`config.mk`:
```
export PLATFORM = sky130hd
export DESIGN_NAME = exc_ctrl
export DESIGN_NICKNAME = d
export VERILOG_FILES = /design/src/rtl/exc_ctrl.sv
export SDC_FILE = /design/constraint.sdc
export NUM_CORES = 1
export LEC_CHECK = 0
export CAP_MARGIN = 20
export CORE_ASPECT_RATIO = 0.7
export CORE_MARGIN = 3
export CORE_UTILIZATION = 44
export DETAILED_ROUTE_END_ITERATION = 10
export PLACE_DENSITY = 0.94
export REMOVE_ABC_BUFFERS = 1
export SYNTH_ARGS = -nofsm -noshare
export SYNTH_HDL_FRONTEND = slang
export SYNTH_SLANG_ARGS = --single-unit
```
`constraint.sdc`:
```
create_clock -name clk -period 2.5 [get_ports clk]
set_input_delay 0.5 -clock clk [delete_from_list [all_inputs] [get_ports clk]]
set_output_delay 0.5 -clock clk [all_outputs]
set_load 0.01 [all_outputs]
```
`src/rtl/exc_ctrl.sv`:
```
// exc_ctrl: exception sequencer driving EPC save, vector fetch and PC redirect.
// Define EXC_CAUSE_EN to add the 2-bit cause register and port.
module exc_ctrl #(
  parameter int unsigned MEM_LAT    = 2,
  parameter logic [31:0] VEC_OPCODE = 32'd253,
  parameter logic [31:0] VEC_OVF    = 32'd254,
  parameter logic [31:0] VEC_DIV0   = 32'd255
) (
  input  logic        clk,
  input  logic        reset,
  input  logic        exc_opcode,
  input  logic        exc_overflow,
  input  logic        exc_div0,
  input  logic        rfe,
  input  logic [31:0] pc_in,
  input  logic [7:0]  mem_data,
  output logic        mem_rd,
  output logic [31:0] mem_addr,
  output logic        epc_write,
  output logic [31:0] epc_data,
  output logic [31:0] handler_pc,
  output logic [2:0]  pc_sel,
  output logic        pc_write,
`ifdef EXC_CAUSE_EN
  output logic [1:0]  cause,
`endif
  output logic        busy
);

  typedef enum logic [2:0] {
    IDLE,
    SAVE,
    READ,
    JUMP,
    RET
  } stateT;

  localparam logic [3:0] LAT_M1 = 4'(MEM_LAT - 1);

  stateT       state;
  stateT       nextState;
  logic [3:0]  cnt;
  logic        cntZero;
  logic        excAny;
  logic [31:0] vecSel;

  assign excAny  = exc_opcode | exc_overflow | exc_div0;
  assign cntZero = (cnt == 4'd0);
  assign busy    = (state != IDLE);

  // Cause priority: opcode > overflow > div0.
  always_comb begin
    vecSel = VEC_DIV0;
    if (exc_opcode) begin
      vecSel = VEC_OPCODE;
    end else if (exc_overflow) begin
      vecSel = VEC_OVF;
    end
  end

  always_ff @(posedge clk or negedge reset) begin
    if (!reset) begin
      state <= IDLE;
    end else begin
      state <= nextState;
    end
  end

  always_comb begin
    nextState = state;
    unique case (state)
      IDLE: begin
        if (excAny) begin
          nextState = SAVE;
        end else if (rfe) begin
          nextState = RET;
        end
      end
      SAVE: nextState = READ;
      READ: begin
        if (cntZero) begin
          nextState = JUMP;
        end
      end
      JUMP: nextState = IDLE;
      RET:  nextState = IDLE;
      default: nextState = IDLE;
    endcase
  end

  // Strobes are registered from the next-state decode.
  always_ff @(posedge clk or negedge reset) begin
    if (!reset) begin
      mem_rd     <= 1'b0;
      epc_write  <= 1'b0;
      pc_write   <= 1'b0;
      pc_sel     <= 3'b000;
      mem_addr   <= '0;
      epc_data   <= '0;
      handler_pc <= '0;
      cnt        <= '0;
    end else begin
      mem_rd    <= (nextState == READ);
      epc_write <= (nextState == SAVE);
      pc_write  <= (nextState == JUMP) ||
                   (nextState == RET);
      unique case (1'b1)
        nextState == JUMP: pc_sel <= 3'b011;
        nextState == RET:  pc_sel <= 3'b100;
        default:           pc_sel <= 3'b000;
      endcase
      if (state == IDLE && excAny) begin
        mem_addr <= vecSel;
        epc_data <= pc_in - 32'd4;
      end
      if (state == SAVE) begin
        cnt <= LAT_M1;
      end else if (state == READ && !cntZero) begin
        cnt <= cnt - 4'd1;
      end
      if (state == READ && cntZero) begin
        handler_pc <= {24'd0, mem_data};
      end
    end
  end

`ifdef EXC_CAUSE_EN
  logic [1:0] causeSel;

  always_comb begin
    causeSel = 2'b11;
    if (exc_opcode) begin
      causeSel = 2'b01;
    end else if (exc_overflow) begin
      causeSel = 2'b10;
    end
  end

  always_ff @(posedge clk or negedge reset) begin
    if (!reset) begin
      cause <= 2'b00;
    end else if (nextState == SAVE) begin
      cause <= causeSel;
    end else if (nextState == RET) begin
      cause <= 2'b00;
    end
  end
`endif

  strobeExcl: assert property (
    @(posedge clk) disable iff (!reset)
    $onehot0({mem_rd, epc_write, pc_write}));

  selIdle: assert property (
    @(posedge clk) disable iff (!reset)
    !pc_write |-> (pc_sel == 3'b000));

endmodule
```
# Yosys cells after proc, flatten, opt, wreduce, memory -nomap -nowiden
# Index checks and enable logic that the tools add are counted.
# Widths: inputs -> output; s select.
[word_totals]
wordCells = 37
register_bits = 85
input_bits = 46
output_inout_bits = 103
[classes]
n_eq_ne = 6
n_bitwise = 2
mux = 9
n_addsub = 2
n_reduce_logical = 9
[op_table]
columns = ["op", "n"]
rows = [
  ["$mux 32", 1],
  ["$sub 32x3->32 const B", 1],
  ["$eq 3x2->1 const B", 3],
  ["$mux 3", 3],
  ["$pmux 3 s3", 1],
  ["$mux 4", 2],
  ["$eq 3x1->1 const B", 2],
  ["$pmux 3 s2", 1],
  ["$logic_not 4->1", 1],
  ["$sub 4x1->4 const B", 1],
  ["$eq 3x3->1 const B", 1],
  ["$logic_and 1x1->1", 3],
  ["$logic_not 3->1", 1],
  ["$reduce_bool 3->1", 1],
  ["$or 1x1->1", 2],
  ["$reduce_bool 2->1", 1],
  ["$logic_not 1->1", 1],
  ["$logic_or 1x1->1", 1],
  ["$mux 1", 1],
]

# Logic depth before layout (Yosys ltp)
[depth]
ltp_word = 6
mapped_depth = 8
mapped_depth_nobuf = 7

# Worst setup path before layout
# No wires, ideal clock.
[synth_timing]
kind = "input -> register"
start = "input pc_in[3]"
end = "register epc_data[21]"
setup_time_ns = 0.069
path_buffers = 0
t_required_ns = 2.431
path_slack_ns = 0.388
arrival_time_ns = 2.043
cell_stages = 5
cell_sequence = "or4_4 > nor3b_4 > nand3_2 > or4_1 > nand3_1"
[synth_via]
elab_chain_len = 1
[synth_lines]
columns = ["element", "line", "rtl"]
rows = [
  ["start, declared", "15", "input logic [31:0] pc_in,"],
  ["$sub 32x3->32", "114", "epc_data <= pc_in - 32'd4;"],
  ["end signal, assigned", "114", ""],
  ["end, declared", "20", "output logic [31:0] epc_data,"],
]
# No other way between the ends.
# A chain may end at the register's enable or synchronous reset.

# Final worst setup path
[layout_timing]
start = "register state[2]"
end = "output busy"
[layout_via]
elab_chain_len = 1
[layout_lines]
columns = ["element", "line", "rtl"]
rows = [
  ["start, declared", "40", "stateT state;"],
  ["start signal, assigned", "65", "state <= nextState;"],
  ["$reduce_bool 3->1", "49", "assign busy = (state != IDLE);"],
  ["end, declared", "27", "output logic busy"],
]
# No other way between the ends.

==> metrics.txt <==
# TYPE chip_impl_metric gauge
chip_impl_metric{name="total_switching_power",unit="mW"} 1.465
chip_impl_info{name="ys.flop_type",value="dfrtp_1"} 1
chip_impl_metric{name="critPathArrivalTime",unit="ns"} 1.78
chip_impl_info{name="timing.critical_path.max_delay_family",value="buffers and inverters"} 1
chip_impl_metric{name="pwr_density_cell",unit="mW/mm^2"} 993.7
chip_impl_metric{name="routed_wire_length_per_instance",unit="um"} 13.75
chip_impl_info{name="critical_path.startpoint_type",value="flop"} 1
chip_impl_metric{name="routed-via-count",unit=""} 2420
chip_impl_metric{name="finish.net_count",unit=""} 473
chip_impl_metric{name="worstPathBufferInverterCount",unit=""} 2
chip_impl_metric{name="placeableCoreArea",unit="sq mm"} 0.006396
chip_impl_metric{name="cts.path.max_buffers",unit=""} 2
chip_impl_metric{name="number_of_buffers_inserted_by_hold_repair_at_cts",unit=""} 0
chip_impl_metric{name="pwr-share-comb",unit=""} 0.495
chip_impl_info{name="synth.largest_area_cell",value="dfrtp_1"} 1
chip_impl_metric{name="path_clk_slew",unit="ns"} 0.09
chip_impl_metric{name="synthArstFlopShare",unit=""} 1.000
chip_impl_metric{name="cp.required",unit="ns"} 2.00
chip_impl_metric{name="flops_latches_synth",unit=""} 55
chip_impl_metric{name="post_route_cells_drive_above_1_share",unit=""} 0.09176
chip_impl_metric{name="portBuffers",unit=""} 100
chip_impl_metric{name="power_switching_share",unit=""} 0.3634
chip_impl_metric{name="grt_pass1_vias",unit=""} 2274
chip_impl_metric{name="grt_max_degree",unit=""} 31
chip_impl_metric{name="total_leakage_power",unit="nW"} 1.771
chip_impl_metric{name="cp_slowest_stage_delay",unit="ns"} 0.49
chip_impl_metric{name="h_tree_lvls",unit=""} 2
chip_impl_metric{name="grt_util_all_layers",unit=""} 0.1786
chip_impl_metric{name="initial_core_utilization",unit=""} 0.4669
chip_impl_metric{name="final_max_tran_viols",unit=""} 0
chip_impl_metric{name="synth-edff-count",unit=""} 0
chip_impl_metric{name="tritoncts.num_buffers",unit=""} 5
chip_impl_metric{name="synthCells",unit=""} 318
chip_impl_info{name="ranking_of_synthesized_cells_by_area",value="dfrtp_1 46%, buf_4 14%, nand2_1 5.5%, xnor2_1 5.3%, o21ai_1 4.7%"} 1
chip_impl_metric{name="fraction_of_power_consumed_by_the_clock_network",unit=""} 0.121
chip_impl_metric{name="instances_no_fill",unit=""} 516
chip_impl_info{name="critical_path.slowest_cell",value="clkdlybuf4s50_1"} 1
chip_impl_info{name="tritoncts_clock_tree",value="yes"} 1
chip_impl_metric{name="num_rows",unit=""} 24
chip_impl_metric{name="area_delta_synth_final",unit="%"} 35.82
chip_impl_metric{name="globalplace.congestion",unit=""} 0.8741
chip_impl_metric{name="fin_skew",unit="ns"} 0.004200
chip_impl_metric{name="path_max_fanout",unit=""} 7
chip_impl_metric{name="dieArea",unit="sq mm"} 0.007828
chip_impl_metric{name="synth-warning-count",unit=""} 0
chip_impl_metric{name="worstMarginPinSlew",unit="ns"} 0.6401
chip_impl_info{name="hold_class",value="in2async"} 1
chip_impl_metric{name="hold_viol",unit=""} 0
chip_impl_metric{name="ios",unit=""} 149
chip_impl_metric{name="ant_nets",unit=""} 0
chip_impl_metric{name="yosys.area.top_type_share",unit=""} 0.4608
chip_impl_info{name="grt_setup_unrepaired",value="false"} 1
chip_impl_metric{name="postLayoutCoreUtil",unit=""} 0.6342
chip_impl_metric{name="setup_viol",unit=""} 0
chip_impl_metric{name="grt_pass1_wl",unit="um"} 11020
chip_impl_metric{name="number_of_buffers_inserted_by_post_cts_setup_repair",unit=""} 0
chip_impl_metric{name="max_freq",unit="GHz"} 0.4384
chip_impl_info{name="status",value="complete, no violations"} 1
chip_impl_metric{name="synth-seq-area-share",unit=""} 0.4608
chip_impl_metric{name="timing.final.crit_share",unit=""} 0.9124
chip_impl_metric{name="slew_headroom",unit=""} 0.5733
chip_impl_metric{name="p_int",unit="mW"} 2.566
chip_impl_metric{name="sequentialPowerShare",unit=""} 0.384
chip_impl_metric{name="drtIter0Drc",unit=""} 65
chip_impl_metric{name="antenna_diode_count",unit=""} 0
chip_impl_metric{name="numClockSinks",unit=""} 55
chip_impl_metric{name="clk_latency",unit="ns"} 0.30
chip_impl_metric{name="dieHeight",unit="um"} 74.93
chip_impl_metric{name="via_per_inst",unit=""} 4.690
chip_impl_metric{name="die_width",unit="um"} 104.5
chip_impl_metric{name="total_gr_overflow",unit=""} 0
chip_impl_metric{name="dpl.hpwl",unit="um"} 5709
chip_impl_metric{name="cts_resized",unit=""} 0
chip_impl_metric{name="grt_antenna_before_repair",unit=""} 0
chip_impl_metric{name="synth.distinct_cells",unit=""} 37
chip_impl_metric{name="vdd_ir_drop_max",unit="uV"} 400.9
chip_impl_metric{name="timing.max_cap.violations",unit=""} 0
chip_impl_metric{name="holdWs",unit="ns"} 0.2099
chip_impl_info{name="endpoint_kind",value="output port"} 1
chip_impl_metric{name="drt-pass1-iter-count",unit=""} 4
chip_impl_metric{name="total_wirelength_of_the_detailed_routed_design",unit="um"} 7095
chip_impl_metric{name="drt_drc_violations_left",unit=""} 0
chip_impl_info{name="timing.critical_path.cells",value="nor3_1 > inv_1 > clkdlybuf4s50_1"} 1
chip_impl_info{name="clock_tree_root_driver_cell",value="clkbuf_8"} 1
chip_impl_metric{name="fillCellCount",unit=""} 527
chip_impl_metric{name="numPlacedInstances",unit=""} 509
chip_impl_info{name="timing_worst_setup_path_type",value="reg2out"} 1
chip_impl_metric{name="synthesis.area",unit="sq mm"} 0.002987
chip_impl_metric{name="minimum_period_implied_by_the_final_worst_setup_slack",unit="ns"} 2.281
chip_impl_metric{name="postSynthAreaPerCell",unit="sq um"} 9.392
[cells in the final DEF (no fill, tap or decap), types with 2 or more instances in the layout]
cell type,netlist,final
a21oi_1,2,2
a31oi_1,4,4
and3_1,2,2
buf_4,54,15
clkbuf_8,0,6
clkdlybuf4s50_1,0,99
conb_1,1,48
dfrtp_1,55,55
ha_1,2,2
inv_1,10,10
mux2_2,8,8
nand2_1,44,44
nand2b_1,4,3
nand3_1,4,4
nand3b_1,2,2
nand4_1,4,4
nor2_1,23,23
nor3_1,7,7
nor3_2,2,2
nor4_1,9,9
nor4b_1,2,2
o21ai_1,28,28
or3_1,2,2
xnor2_1,18,18
xor2_1,9,9
[state kept, by name (all words and copies together), names as in the netlist]
register and flops:
epc_data 32, handler_pc 8, cnt 4, mem_addr 3
state 3, pc_sel 2, epc_write 1, mem_rd 1
pc_write 1
[worst register-to-register path, stage by stage, from the launching register on]
cell and delay, ns:
dfrtp_1 0.46, nor3_1 0.45, nand2b_2 0.32, or4_1 0.57, nand3_1 0.09
[synthesized netlist by cell type (2+ instances only)]
cell,count
nor3_1,7
nor4_1,9
xnor2_1,18
dfrtp_1,55
o21ai_1,28
xor2_1,9
clkbuf_1,9
a31oi_1,4
ha_1,2
nand2b_1,4
or3_1,2
nand3b_1,2
nand3_1,4
buf_4,54
mux2_2,8
nor3_2,2
nand2_1,44
a21oi_1,2
nor4b_1,2
and3_1,2
nor2_1,23
nand4_1,4
inv_1,10
[power by group through the flow]
stage	Sequential, mW	Clock [mW]	Combinational (mW)
3_3_place_gp	1.54	0	1.94
6_report	1.55	0.487	2.00
5_1_grt	1.60	0.542	2.18
4_1_cts	1.55	0.505	2.03
2_1_floorplan	1.71	0	0.739
3_5_place_dp	1.56	0	2.02
[through the flow]
step	power (mW)	setup WS (ns)	instance area (sq um)	TNS (ns)
after floorplan	2.444	0.01718	2724	0
after global placement	3.484	-0.01246	3969	-0.01392
after detailed placement	3.582	-0.09045	3969	-0.2212
after CTS	4.081	0.2149	4056	0
after global routing	4.321	0.1019	4056	0
final	4.031	0.2191	4056	0
[kinds of logic (layout without fill, tap and decap cells)]
kind of cell	Yosys count	count (layout)	synth area share
muxes	8	8	0.03016
xor gates and xnor gates	27	27	0.07918
AOI/OAI and AO/OA	40	40	0.07415
buffers and inverters	74	134	0.1609
other	1	48	0.001256
adders and majority gates	2	2	0.008377
DFF	55	55	0.4608
and+or+nand+nor	111	111	0.1852
[path summary, 6_finish.rpt]
kind | depth (start not counted) | to | slack (ns) | start
setup reg to reg | 4 | epc_data[21] | 0.57 | state[2]
setup / recovery | 3 | busy | 0.22 | state[2]
hold / removal | 1 | handler_pc[5] | 0.21 | reset
hold reg to reg | 2 | epc_data[1] | 0.49 | epc_data[1]
min in group clk | 2 | epc_data[1] | 0.49 | epc_data[1]
max in group asynchronous | 2 | state[0] | 1.71 | reset
[metal layers]
layer,up-vias,track usage,share of wire
li1,1171,-,-
met1,1141,0.2332,0.43
met2,99,0.3011,0.49
met3,9,0.04627,0.072
met4,0,0.05015,0.010
met5,-,0,0
[layout make-up]
class,count,area [sq um],share of cell area
tap,91,113.9,0.02807
timing repair buffer,116,1129,0.2782
clock buffer,6,82.58,0.02036
multi-input combinational,236,1309,0.3226
clock inverter,1,5.005,0.001234
inverter,11,41.29,0.01018
sequential,55,1376,0.3393
Power figures use the tool's default switching activity.
